<file path="src/rtl/bypass_pkg.sv">
// -----------------------------------------------------------------------------
// bypass_pkg
// Shared types and helpers for the click-free engage/bypass controller.
//   bypass_state_t : sequencing states of the relay/fade FSM
//   gain_width()   : width of the linear gain register for a given ramp length
//   relay_on()     : relay drive decoded from a state
//   is_busy()      : transitional-state decode (anything but BYPASS/ACTIVE)
// -----------------------------------------------------------------------------
package bypass_pkg;

  typedef enum logic [2:0] {
    BYPASS,
    SETTLE_ON,
    FADE_IN,
    ACTIVE,
    FADE_OUT,
    SETTLE_OFF
  } bypass_state_t;

  // The gain runs 0..ramp_samples inclusive, so one bit beyond log2(ramp).
  function automatic int gain_width(input int ramp_samples);
    return $clog2(ramp_samples) + 1;
  endfunction

  // Relay is closed from the start of SETTLE_ON until the fade-out has reached
  // silence; it is open in BYPASS and while the contacts settle on the way out.
  function automatic logic relay_on(input bypass_state_t s);
    return (s == SETTLE_ON) || (s == FADE_IN) || (s == ACTIVE) || (s == FADE_OUT);
  endfunction

  function automatic logic is_busy(input bypass_state_t s);
    return (s != BYPASS) && (s != ACTIVE);
  endfunction

endpackage

</file>
<file path="src/rtl/bypass_relay_ctrl_button_debouncer.sv">
// -----------------------------------------------------------------------------
// button_debouncer
// Synchronises a raw active-low footswitch and debounces it on sample ticks.
// A new level must differ from the accepted level for DEBOUNCE_SAMPLES
// consecutive ticks; a 1->0 acceptance produces a one-clock press pulse.
// Ports:
//   clk_i    : system clock
//   arst_n_i : asynchronous reset, active low
//   tick_i   : one-clock strobe per audio sample (debounce time base)
//   btn_n_i  : raw button, active low, asynchronous to clk_i
//   press_o  : one-clock pulse on an accepted press (release gives nothing)
// -----------------------------------------------------------------------------
module button_debouncer #(
  parameter int DEBOUNCE_SAMPLES = 882
) (
  input  logic clk_i,
  input  logic arst_n_i,
  input  logic tick_i,
  input  logic btn_n_i,
  output logic press_o
);

  localparam int            CW       = $clog2(DEBOUNCE_SAMPLES + 1);
  localparam logic [CW-1:0] CNT_LAST = CW'(DEBOUNCE_SAMPLES - 1);

  logic          sync_meta;
  logic          sync_lvl;
  logic          stable;
  logic [CW-1:0] cnt;

  // Idle level of the footswitch is high, so the synchroniser resets to 1 to
  // avoid a false press right after reset.
  // NOTE: sequential state uses non-blocking assignments so every flop samples
  // the pre-edge value of its neighbours, which is what makes a shift chain.
  always_ff @(posedge clk_i or negedge arst_n_i) begin
    if (!arst_n_i) begin
      sync_meta <= 1'b1;
      sync_lvl  <= 1'b1;
    end else begin
      sync_meta <= btn_n_i;
      sync_lvl  <= sync_meta;
    end
  end

  always_ff @(posedge clk_i or negedge arst_n_i) begin
    if (!arst_n_i) begin
      stable  <= 1'b1;
      cnt     <= '0;
      press_o <= 1'b0;
    end else begin
      press_o <= 1'b0;
      if (sync_lvl == stable) begin
        cnt <= '0;
      end else if (tick_i) begin
        // The tick that would bring the count to DEBOUNCE_SAMPLES accepts the
        // new level instead of storing the count.
        if (cnt == CNT_LAST) begin
          stable  <= sync_lvl;
          cnt     <= '0;
          press_o <= ~sync_lvl;
        end else begin
          cnt <= cnt + 1'b1;
        end
      end
    end
  end

endmodule

</file>
<file path="src/rtl/bypass_relay_ctrl.sv">
// -----------------------------------------------------------------------------
// bypass_relay_ctrl
// Click-free effect engage/bypass controller between the output limiter and
// i2s_core. A debounced footswitch press sequences the bypass relay and a
// linear gain ramp so the relay only switches while the output is silent.
// Ports:
//   clk_i         : system clock
//   arst_n_i      : asynchronous reset, active low
//   sample_tick_i : one-clock strobe per audio sample
//   button_i      : raw footswitch, active low, asynchronous
//   data_i        : limited wet sample (signed), valid on sample_tick_i
//   data_o        : gained sample to i2s_core, registered, held between ticks
//   relay_o       : 1 = effect path engaged, 0 = true bypass
//   effect_on_o   : 1 only in ACTIVE
//   busy_o        : 1 in any state other than BYPASS or ACTIVE
// -----------------------------------------------------------------------------
module bypass_relay_ctrl
  import bypass_pkg::*;
#(
  parameter int DWIDTH           = 24,
  parameter int RAMP_SAMPLES     = 256,
  parameter int SETTLE_SAMPLES   = 441,
  parameter int DEBOUNCE_SAMPLES = 882
) (
  input  logic              clk_i,
  input  logic              arst_n_i,
  input  logic              sample_tick_i,
  input  logic              button_i,
  input  logic [DWIDTH-1:0] data_i,
  output logic [DWIDTH-1:0] data_o,
  output logic              relay_o,
  output logic              effect_on_o,
  output logic              busy_o
);

  localparam int            GW          = gain_width(RAMP_SAMPLES);
  localparam int            SHIFT       = GW - 1;
  localparam int            PW          = DWIDTH + GW + 1;
  localparam int            SW          = $clog2(SETTLE_SAMPLES + 1);
  localparam logic [GW-1:0] GAIN_MAX    = GW'(RAMP_SAMPLES);
  localparam logic [SW-1:0] SETTLE_LAST = SW'(SETTLE_SAMPLES - 1);

  logic                 press;
  bypass_state_t        state, state_eff, state_next;
  logic [GW-1:0]        gain, gain_next;
  logic [SW-1:0]        settle_cnt, settle_next;
  logic signed [PW-1:0] product;
  logic [DWIDTH-1:0]    scaled;

  button_debouncer #(
    .DEBOUNCE_SAMPLES(DEBOUNCE_SAMPLES)
  ) u_debouncer (
    .clk_i   (clk_i),
    .arst_n_i(arst_n_i),
    .tick_i  (sample_tick_i),
    .btn_n_i (button_i),
    .press_o (press)
  );

  // Gain is zero-extended so it multiplies as a non-negative value. The
  // arithmetic shift floors toward -inf; at full gain the result is exactly
  // data_i, so the low DWIDTH bits never overflow.
  assign product = $signed(data_i) * $signed({1'b0, gain});
  assign scaled  = DWIDTH'(product >>> SHIFT);

  // A press is applied first, so a tick in the same clock steps the gain in
  // the direction of the new state.
  // NOTE: every variable written here gets a default at the top so no path
  // leaves it unassigned, which would otherwise infer a latch.
  always_comb begin
    state_eff   = state;
    state_next  = state;
    gain_next   = gain;
    settle_next = settle_cnt;

    if (press) begin
      case (state)
        BYPASS:          state_eff = SETTLE_ON;
        FADE_IN, ACTIVE: state_eff = FADE_OUT;
        FADE_OUT:        state_eff = FADE_IN;
        default:         state_eff = state;   // settling: press ignored
      endcase
    end
    state_next = state_eff;

    if (sample_tick_i) begin
      case (state_eff)
        SETTLE_ON, SETTLE_OFF: begin
          if (settle_cnt == SETTLE_LAST) begin
            settle_next = '0;
            state_next  = (state_eff == SETTLE_ON) ? FADE_IN : BYPASS;
          end else begin
            settle_next = settle_cnt + 1'b1;
          end
        end
        FADE_IN: begin
          if (gain != GAIN_MAX) gain_next = gain + 1'b1;
          if (gain_next == GAIN_MAX) state_next = ACTIVE;
        end
        FADE_OUT: begin
          if (gain != '0) gain_next = gain - 1'b1;
          if (gain_next == '0) state_next = SETTLE_OFF;
        end
        default: ;
      endcase
    end
  end

  // Status outputs are decoded from the next state so they change on the same
  // edge as the state register (relay opens on the edge the gain hits zero).
  always_ff @(posedge clk_i or negedge arst_n_i) begin
    if (!arst_n_i) begin
      state       <= BYPASS;
      gain        <= '0;
      settle_cnt  <= '0;
      data_o      <= '0;
      relay_o     <= 1'b0;
      effect_on_o <= 1'b0;
      busy_o      <= 1'b0;
    end else begin
      state       <= state_next;
      gain        <= gain_next;
      settle_cnt  <= settle_next;
      if (sample_tick_i) data_o <= scaled;   // pre-step gain
      relay_o     <= relay_on(state_next);
      effect_on_o <= (state_next == ACTIVE);
      busy_o      <= is_busy(state_next);
    end
  end

endmodule

</file>
<file path="config.mk">
export PLATFORM = sky130hd
export DESIGN_NAME = bypass_relay_ctrl
export DESIGN_NICKNAME = d
export VERILOG_FILES = /design/src/rtl/bypass_pkg.sv /design/src/rtl/bypass_relay_ctrl_button_debouncer.sv /design/src/rtl/bypass_relay_ctrl.sv
export SDC_FILE = /design/constraint.sdc
export NUM_CORES = 1
export LEC_CHECK = 0
export CORE_UTILIZATION = 60
export CTS_CLUSTER_DIAMETER = 40
export DETAILED_ROUTE_END_ITERATION = 8
export GPL_ROUTABILITY_DRIVEN = 1
export GPL_TIMING_DRIVEN = 1
export PLACE_DENSITY = 0.88
export SLEW_MARGIN = 40
export SYNTH_ARGS = -nofsm -noshare
export SYNTH_HDL_FRONTEND = slang
export SYNTH_SLANG_ARGS = --single-unit
</file>
<file path="constraint.sdc">
create_clock -name clk_i -period 16 [get_ports clk_i]
set_input_delay 3.2 -clock clk_i [delete_from_list [all_inputs] [get_ports clk_i]]
set_output_delay 3.2 -clock clk_i [all_outputs]
set_load 0.05 [all_outputs]
</file>
; ---- Word-level counts from Yosys, hierarchy flattened
; Cells that the tools add are included.
[word_totals]
output_inout_bits = 27
elab_cells = 73
reg_bits = 62
[op_classes]
reduce_logical = 15
bitwise_logic = 2
n_mux = 22
eq_ne = 17
addsub = 4
n_mul = 1
[op_table]
columns = cell, n
row1 = $mux W9, 7
row2 = $mul A24 B10 Y32, 1
row3 = $mux W10, 3
row4 = $add A9 B1 Y9 const B, 2
row5 = $eq A9 B9 Y1 const B, 2
row6 = $pmux W3 S3, 2
row7 = $pmux W9 S2, 1
row8 = $eq A3 B2 Y1 const B, 5
row9 = $mux W3, 5
row10 = $eq A3 B3 Y1 const B, 4
row11 = $add A10 B1 Y10 const B, 1
row12 = $eq A10 B10 Y1 const B, 1
row13 = $logic_not A9 Y1, 1
row14 = $ne A9 B9 Y1 const B, 1
row15 = $reduce_bool A9 Y1, 1
row16 = $sub A9 B1 Y9 const B, 1
row17 = $eq A3 B1 Y1 const B, 2
row18 = $reduce_and A2 Y1, 2
row19 = $reduce_bool A2 Y1, 2
row20 = $reduce_or A2 Y1, 2
row21 = $logic_not A3 Y1, 1
row22 = $logic_or A1 B1 Y1, 3
row23 = $mux W1, 3
row24 = $ne A3 B2 Y1 const B, 1
row25 = other kinds (6), 7

; ---- Depth between registers and ports, before layout
; Gate-level depths: netlist of run 1.
[logic_depth]
depth_word = 15
depth_mapped = 22
depth_no_buf = 19

; ---- Cells and area by module
; Synthesis of run 1 repeated with hierarchy kept, for this count alone.
[hier_totals]
cells_unflattened = 1147
area_unflattened_um2 = 10386.2
[by_module_without_submodules]
columns = mod, cells_per_inst, n_inst, area_per_inst_um2
row1 = bypass_relay_ctrl, 1081, 1, 9689.3
row2 = button_debouncer, 66, 1, 696.9

; ---- Least setup slack after synthesis of run 1
; Ideal clock, no wire load.
[synth_path]
path_kind = input-to-reg
from = input data_i[7]
to = register data_o[18]
setup_ps = 71
setup_slack_ps = 7587
path_stages = 18
n_path_buf = 1
arrival_time_ps = 8342
cell_sequence = buf_1 > nand2_1 > fa_1 > inv_1 > fa_1 > fa_1 > fa_1 > inv_1 > fa_1 > inv_1 > ha_1 > and3_4 > a221o_1 > a211oi_2 > o21ai_2 > a2111o_1 > a2111o_1 > nand4_1
[synth_via]
elab_chain_len = 1
[synth_lines]
columns = element, line_no
row1 = start: declaration, bypass_relay_ctrl.sv:29  ; input logic [DWIDTH-1:0] data_i,
row2 = $mul A24 B10 Y32, bypass_relay_ctrl.sv:63  ; assign product = $signed(data_i) * $signed({1'b0, gain});
row3 = end signal: assignment, bypass_relay_ctrl.sv:124  ; if (sample_tick_i) data_o <= scaled;
row4 = end: declaration, bypass_relay_ctrl.sv:30  ; output logic [DWIDTH-1:0] data_o,
; No other way between the ends.
; A chain may end at the register's enable or synchronous reset.

; ---- Worst setup path after layout of run 1
[layout_path]
from = input data_i[8]
to = register data_o[18]
; Same word-level chain as after synthesis.

==> metrics.cfg, run 1 <==
[floorplan]
initial_core_util = 0.611
die_w_um = 134
die_area_mm2 = 0.0181
io_pins = 55
core_area_mm2 = 0.0172
die-height_um = 134
core.rowCount = 48

[detailed_routing]
vias = 8510
viasPerCell = 5.94
post_drt_wl_per_cell_um = 17.8
wl_um = 25500
drt_pass1_iterations = 6
postRouteAntennaNets = 0
drtIter0Drc = 795
post-route-drc-count = 0

[logic_synthesis]
synth_area_per_cell_um2 = 8.89
netlist.area_leader.share = 0.323
synth_top_flop_cell = dfrtp_1
ys_types = 67
synth_edf_count = 0
ys_top_cells_by_area = fa_1, dfrtp_1, ha_1, inv_1, and2_1
syn_inst = 1185
async_flop_share = 1.00
syn_area_mm2 = 0.0105
synth_nets = 1456
synth_warnings = 0
synth_top_area_cell = fa_1
yosysSeqAreaShare = 0.148
ys_seq_elements = 62

[timing]
worst_pin_slew_ps = 749
finalWorstSetupSlack_ps = 7100
setup_viol = 0
slew_headroom = 0.500
fmax_mhz = 112
drv_slew = 0
rsz0062_at_grt = no
finalSetupTns_ps = 0
finalHoldViolCount = 0
final.period_utilization = 0.557
min_period_ps = 8900
skew_ps = 6.23

[clocking]
root_buffer = clkbuf_16
clkLatencyLatePin_ps = 330
hold_buffers = 0
numCtsBuffers = 9
h-tree-depth = 3
cts_max_path_buffers = 2
cts_tree = yes
clk_pin_slew_ps = 50
cts_setup_buffers = 0
cts_resized = 0
cts_sinks = 62

[power]
p_total_w = 0.000668
powerDensity_mw_per_mm2 = 57.9
total_leakage_power_nw = 5.80
vdd_drop_max_v = 0.0000503

[setup_path]
required_ps = 16260
cp.arrival_ps = 9170
critical_path_class = primary input to register
crit_fanout = 9
critPathCaptureType = register
worstSetupStartpointType = primary input

[placement]
gp_congestion = 0.904
dpl.hpwl_um = 19700
place_area_mm2 = 0.0112
place_ws_ps = 6780
portBuffers = 54

[grt]
grt_pass1_wl_um = 42400
track_usage = 0.300
grt_pass1_vias = 8988
gr-total-overflow = 0
antenna_found_initial = 0
grt_max_degree = 63

[finish]
nFillCells = 1323
antennaDiodeCount = 0
final_area_mm2 = 0.0115
syn2layout_area_growth_pct = 9.59
layout.nets = 1473
drive_gt1_frac = 0.0539

[min_path]
hp-class = register to register

[flow_run]
maxCapViolCount = 0

[run_status]
status = complete, no violations

==> area by class of cell <==
type | instances | area, um2 | area share
well taps | 225 | 282 | 0.0244
clock inverters | 6 | 86.3 | 0.00748
inverters | 196 | 736 | 0.0638
clock buffers | 10 | 229 | 0.0198
repair buffers | 66 | 629 | 0.0545
multi-input cells | 867 | 8020 | 0.695
flip-flops and latches | 62 | 1560 | 0.135
==> layout by cell type, fill, tap and decap left out, types with 4 or more instances in the layout <==
master	Yosys	layout
nor2_1	42	42
inv_1	196	196
and3_1	16	16
o21ai_0	47	47
fa_1	170	170
a211oi_1	11	11
o22ai_1	5	5
nand3_1	12	12
nor3_1	19	19
nand2b_1	5	5
or3_1	5	5
a21o_1	10	10
mux2_2	13	13
nand4_1	15	15
buf_4	0	11
nor4_1	4	4
xor2_1	12	12
ha_1	73	73
a21oi_1	34	34
dfrtp_1	59	59
xnor2_1	23	23
or2_2	4	4
nand2_1	139	139
o211ai_1	4	4
o31ai_1	13	12
a31oi_1	8	8
clkdlybuf4s50_1	0	53
and2_1	113	113
o21a_1	4	4
nor2b_1	6	6
clkbuf_16	0	9
==> cells in the mapped netlist, types with 3 or more instances <==
master    number
a31oi_1        8
buf_1         13
a21oi_1       34
nor3_1        19
nand4_1       15
o31ai_1       13
xor2_1        12
xnor2_1       23
a21o_1        10
ha_1          73
a211oi_1      11
o21a_1         4
and2_1       113
nor2b_1        6
a311oi_1       3
a221o_1        3
nand3_1       12
nor2_1        42
nand4b_1       3
clkbuf_1      45
inv_1        196
nand2b_1       5
nor4b_1        3
mux2_2        13
or3_1          5
o22ai_1        5
nand3b_1       3
o211ai_1       4
or2_2          4
fa_1         170
nor4_1         4
o21ai_0       47
nand2_1      139
a21o_2         3
dfrtp_1       59
dfstp_2        3
and3_1        16
==> through the flow <==
step / cells / hold slack (ps) / util
final: 1432 / 357 / 0.669
after floorplan: 1185 / 345 / -
after CTS: 1432 / 359 / 0.669
after global routing: 1432 / 360 / 0.669
after detailed placement: 1416 / 351 / 0.651
after global placement: 1416 / 346 / 0.650
==> worst max-delay path, cell delays in order <==
cell and delay [ps]:
clkdlybuf4s50_1 640, nand2_1 140, fa_1 580, inv_1 60
fa_1 550, fa_1 450, fa_1 560, inv_1 60
fa_1 540, inv_1 40, ha_1 360, and3_4 210
a221o_1 370, a211oi_2 300, o21ai_2 150, a2111o_1 460
a2111o_1 390, nand4_1 100
==> cell families after synthesis <==
| family | after synthesis | share of synthesized area |
|---|---|---|
| flip-flops | 62 | 0.148 |
| multiplexers | 15 | 0.0158 |
| AND/OR/NAND/NOR | 398 | 0.193 |
| buffers and inverters | 256 | 0.0915 |
| adder cells (fa/ha/maj) | 243 | 0.410 |
| XOR/XNOR | 35 | 0.0291 |
| AO/OA/AOI/OAI | 176 | 0.113 |
==> worst paths after layout <==
path                                            startpoint  slack, ps  cells past startpoint                             end
hold / removal             u_debouncer.sync_meta$_DFF_PN1_        360                      0  u_debouncer.sync_lvl$_DFF_PN1_
max in group asynchronous                         arst_n_i      12660                      2   u_debouncer.press_o$_DFF_PN0_
setup reg to reg                       gain[1]$_DFFE_PN0P_       9480                     18          data_o[18]$_DFFE_PN0P_
min in group asynchronous                         arst_n_i       2920                      2       settle_cnt[4]$_DFFE_PN0P_
hold reg to reg            u_debouncer.sync_meta$_DFF_PN1_        360                      0  u_debouncer.sync_lvl$_DFF_PN1_
setup / recovery                                 data_i[8]       7100                     18          data_o[18]$_DFFE_PN0P_
==> metal layers <==
| metal | vias up | GRT usage | wire [um] | share of wire |
|---|---|---|---|---|
| met2 | 330 | 0.530 | 13100 | 0.51 |
| met5 | - | 0 | 0 | 0 |
| met1 | 4277 | 0.381 | 10100 | 0.40 |
| li1 | 3836 | - | - | - |
| met3 | 67 | 0.0244 | 1550 | 0.061 |
| met4 | 0 | 0.126 | 718 | 0.028 |
==> sequential cells by signal (all words and copies together) (netlist names) <==
signal / count
u_debouncer.sync_meta: 1
relay_o: 1
state: 3
u_debouncer.sync_lvl: 1
u_debouncer.press_o: 1
data_o: 24
u_debouncer.stable: 1
u_debouncer.cnt: 10
settle_cnt: 9
effect_on_o: 1
gain: 9
busy_o: 1
==> report_power, final <==
group / leakage (nW) / switching, W / total (W) / internal [W]
sequential: 0.763 / 0.0000239 / 0.000204 / 0.000180
combinational: 4.89 / 0.000159 / 0.000256 / 0.0000967
clock: 0.152 / 0.0000724 / 0.000208 / 0.000136
Note: power is estimated with default switching activity, not from simulation.
==> run 2, diff against run 1 <==
- clock period: 16 -> 8.4 ns (I/O delays scaled with it)
==> metrics.cfg, run 2 (synthesis gave the netlist of run 1 again) <==
[placement]
portBuffers = 54  ; unchanged
place_ws_ps = 730  ; -6050 ps
dpl.hpwl_um = 19600  ; -0.31%
gp_congestion = 0.905  ; +0.11%
dp.cells = 1417  ; +0.071%

[finish]
utilization = 0.671  ; +0.00116
nFillCells = 1327  ; +0.30%
drive_gt1_frac = 0.0555  ; +0.00161
layout.nets = 1474  ; +0.068%
antennaDiodeCount = 0  ; unchanged
largest_reg_flops = 24  ; unchanged
largest_register = data_o
finalNonFillerCells = 1433  ; +0.070%
top_regs = data_o x24, u_debouncer.cnt x10
syn2layout_area_growth_pct = 9.78
final_common_cell = inv_1
mostFrequentLayoutCells = inv_1, fa_1, nand2_1

[detailed_routing]
dr_wl_met2_um = 12900  ; -1.6%
viasPerCell = 5.95  ; about the same
drtIter0Drc = 708  ; -11%
postRouteAntennaNets = 0  ; unchanged
post_drt_wl_per_cell_um = 17.5  ; -1.4%
wl_met3_um = 1660  ; +7.5%
post-route-drc-count = 0  ; unchanged
drt_pass1_iterations = 6  ; unchanged
wl_met1_um = 10000  ; -1.1%
routed.top_layer = met4
wl_um = 25100  ; -1.4%
vias = 8524  ; +0.16%

[timing]
min_period_ps = 7380
drv_slew = 0  ; unchanged
finalWorstSetupSlack_ps = 1020  ; -6080 ps
fmax_mhz = 136
skew_ps = 7.18  ; +0.948 ps
finalHoldViolCount = 0  ; unchanged
rsz0062_at_grt = no
slew_headroom = 0.469  ; -0.0314
finalSetupTns_ps = 0  ; unchanged
worst_pin_slew_ps = 792  ; +42.4 ps
setup_viol = 0  ; unchanged
final.period_utilization = 0.879

[clocking]
numCtsBuffers = 9  ; unchanged
h-tree-depth = 3  ; unchanged
cts_resized = 0  ; unchanged
cts_setup_buffers = 0  ; unchanged
clk_pin_slew_ps = 60  ; about the same
cts_sinks = 62  ; unchanged
hold_buffers = 0  ; unchanged
clkLatencyLatePin_ps = 330  ; about the same
root_buffer = clkbuf_16
cts_max_path_buffers = 2  ; unchanged
cts_tree = yes

[setup_path]
cp.arrival_ps = 7580  ; -1590 ps
critical_path_class = primary input to register
required_ps = 8600  ; -7660 ps
r2r_start = gain[3]$_DFFE_PN0P_
worstSetupStartpointType = primary input
critPathCaptureType = register
ff2ff_path_depth = 18  ; unchanged
crit_fanout = 9  ; unchanged
rr_endpoint = data_o[20]$_DFFE_PN0P_
rrSetupSlack_ps = 2180  ; -7300 ps
crit_start = data_i[11]

[floorplan]
io_pins = 55  ; unchanged
die-height_um = 134  ; unchanged
die_w_um = 134  ; unchanged
core.rowCount = 48  ; unchanged
initial_core_util = 0.611  ; unchanged
core_area_mm2 = 0.0172  ; unchanged
die_area_mm2 = 0.0181  ; unchanged

[run_status]
status = complete, no violations

[flow_run]
maxCapViolCount = 0  ; unchanged

[grt]
grt_max_degree = 63  ; unchanged
grt_pass1_vias = 8890  ; -1.1%
track_usage = 0.295  ; -0.00467
antenna_found_initial = 0  ; unchanged
grt_pass1_wl_um = 42000  ; -1.0%
gr-total-overflow = 0  ; unchanged

[min_path]
hold_start = u_debouncer.sync_meta$_DFF_PN1_
hp-class = register to register
whs_endpoint = u_debouncer.sync_lvl$_DFF_PN1_
min_path_cells = 0  ; unchanged

[power]
vdd_drop_max_v = 0.000125  ; +150%
total_leakage_power_nw = 5.81  ; +0.16%
powerDensity_mw_per_mm2 = 111  ; +92%

==> run 2: cell types whose count changed in the layout (fill, tap and decap cells not counted) <==
cell	before	now
inv_6	0	4
buf_4	11	12
clkbuf_1	1	0
clkinv_2	2	0
clkinv_4	1	0
==> run 2: worst max-delay path, stage by stage <==
cell and delay (ps):
clkdlybuf4s50_1 650, nand2_1 140, fa_1 560, inv_1 60, fa_1 530, fa_1 450, fa_1 550, inv_1 60
fa_1 530, inv_1 40, ha_1 360, and3_4 210, a221o_1 390, a211oi_2 330, o21ai_2 160, a211oi_1 430
nor3_1 110, or3b_1 350
==> run 2: layout make-up <==
| class | instances | area (um2) | area share |
|---|---|---|---|
| repair buffers | 67 | 637 | 0.0551 |
| multi-input cells | 867 | 8020 | 0.694 |
| clock buffers | 9 | 225 | 0.0195 |
| well taps | 225 | 282 | 0.0244 |
| flip-flops and latches | 62 | 1560 | 0.135 |
| inverters | 196 | 736 | 0.0636 |
| clock inverters | 7 | 103 | 0.00888 |
==> run 2: per-stage QoR <==
stage / total power, W / hold slack, ps / area (um2)
floorplan: 0.000707 / 345 / 10500
global placement: 0.000858 / 346 / 11200
detailed placement: 0.000874 / 353 / 11200
CTS: 0.00129 / 368 / 11600
global route: 0.00135 / 369 / 11600
finish: 0.00129 / 364 / 11600
==> run 2: power breakdown <==
part | internal (W) | switching [W] | leakage, nW
clock network | 0.000264 | 0.000149 | 0.157
registers | 0.000343 | 0.0000457 | 0.763
logic | 0.000184 | 0.000303 | 4.89
total | 0.000791 | 0.000497 | 5.81
==> run 2: worst max path at each step <==
stage | end | slack, ps | cells past startpoint
after floorplan | data_o[18]$_DFFE_PN0P_ | 1510 | 18
after global placement | data_o[15]$_DFFE_PN0P_ | 870 | 18
after detailed placement | data_o[17]$_DFFE_PN0P_ | 730 | 18
after CTS | data_o[18]$_DFFE_PN0P_ | 1050 | 18
after global routing | data_o[20]$_DFFE_PN0P_ | 760 | 18
final | data_o[20]$_DFFE_PN0P_ | 1020 | 18
==> run 2: routing by layer <==
layer	global-route usage	up-vias
met5	0	-
met4	0.0943	0
met3	0.0323	61
met2	0.528	363
met1	0.376	4259
li1	-	3841
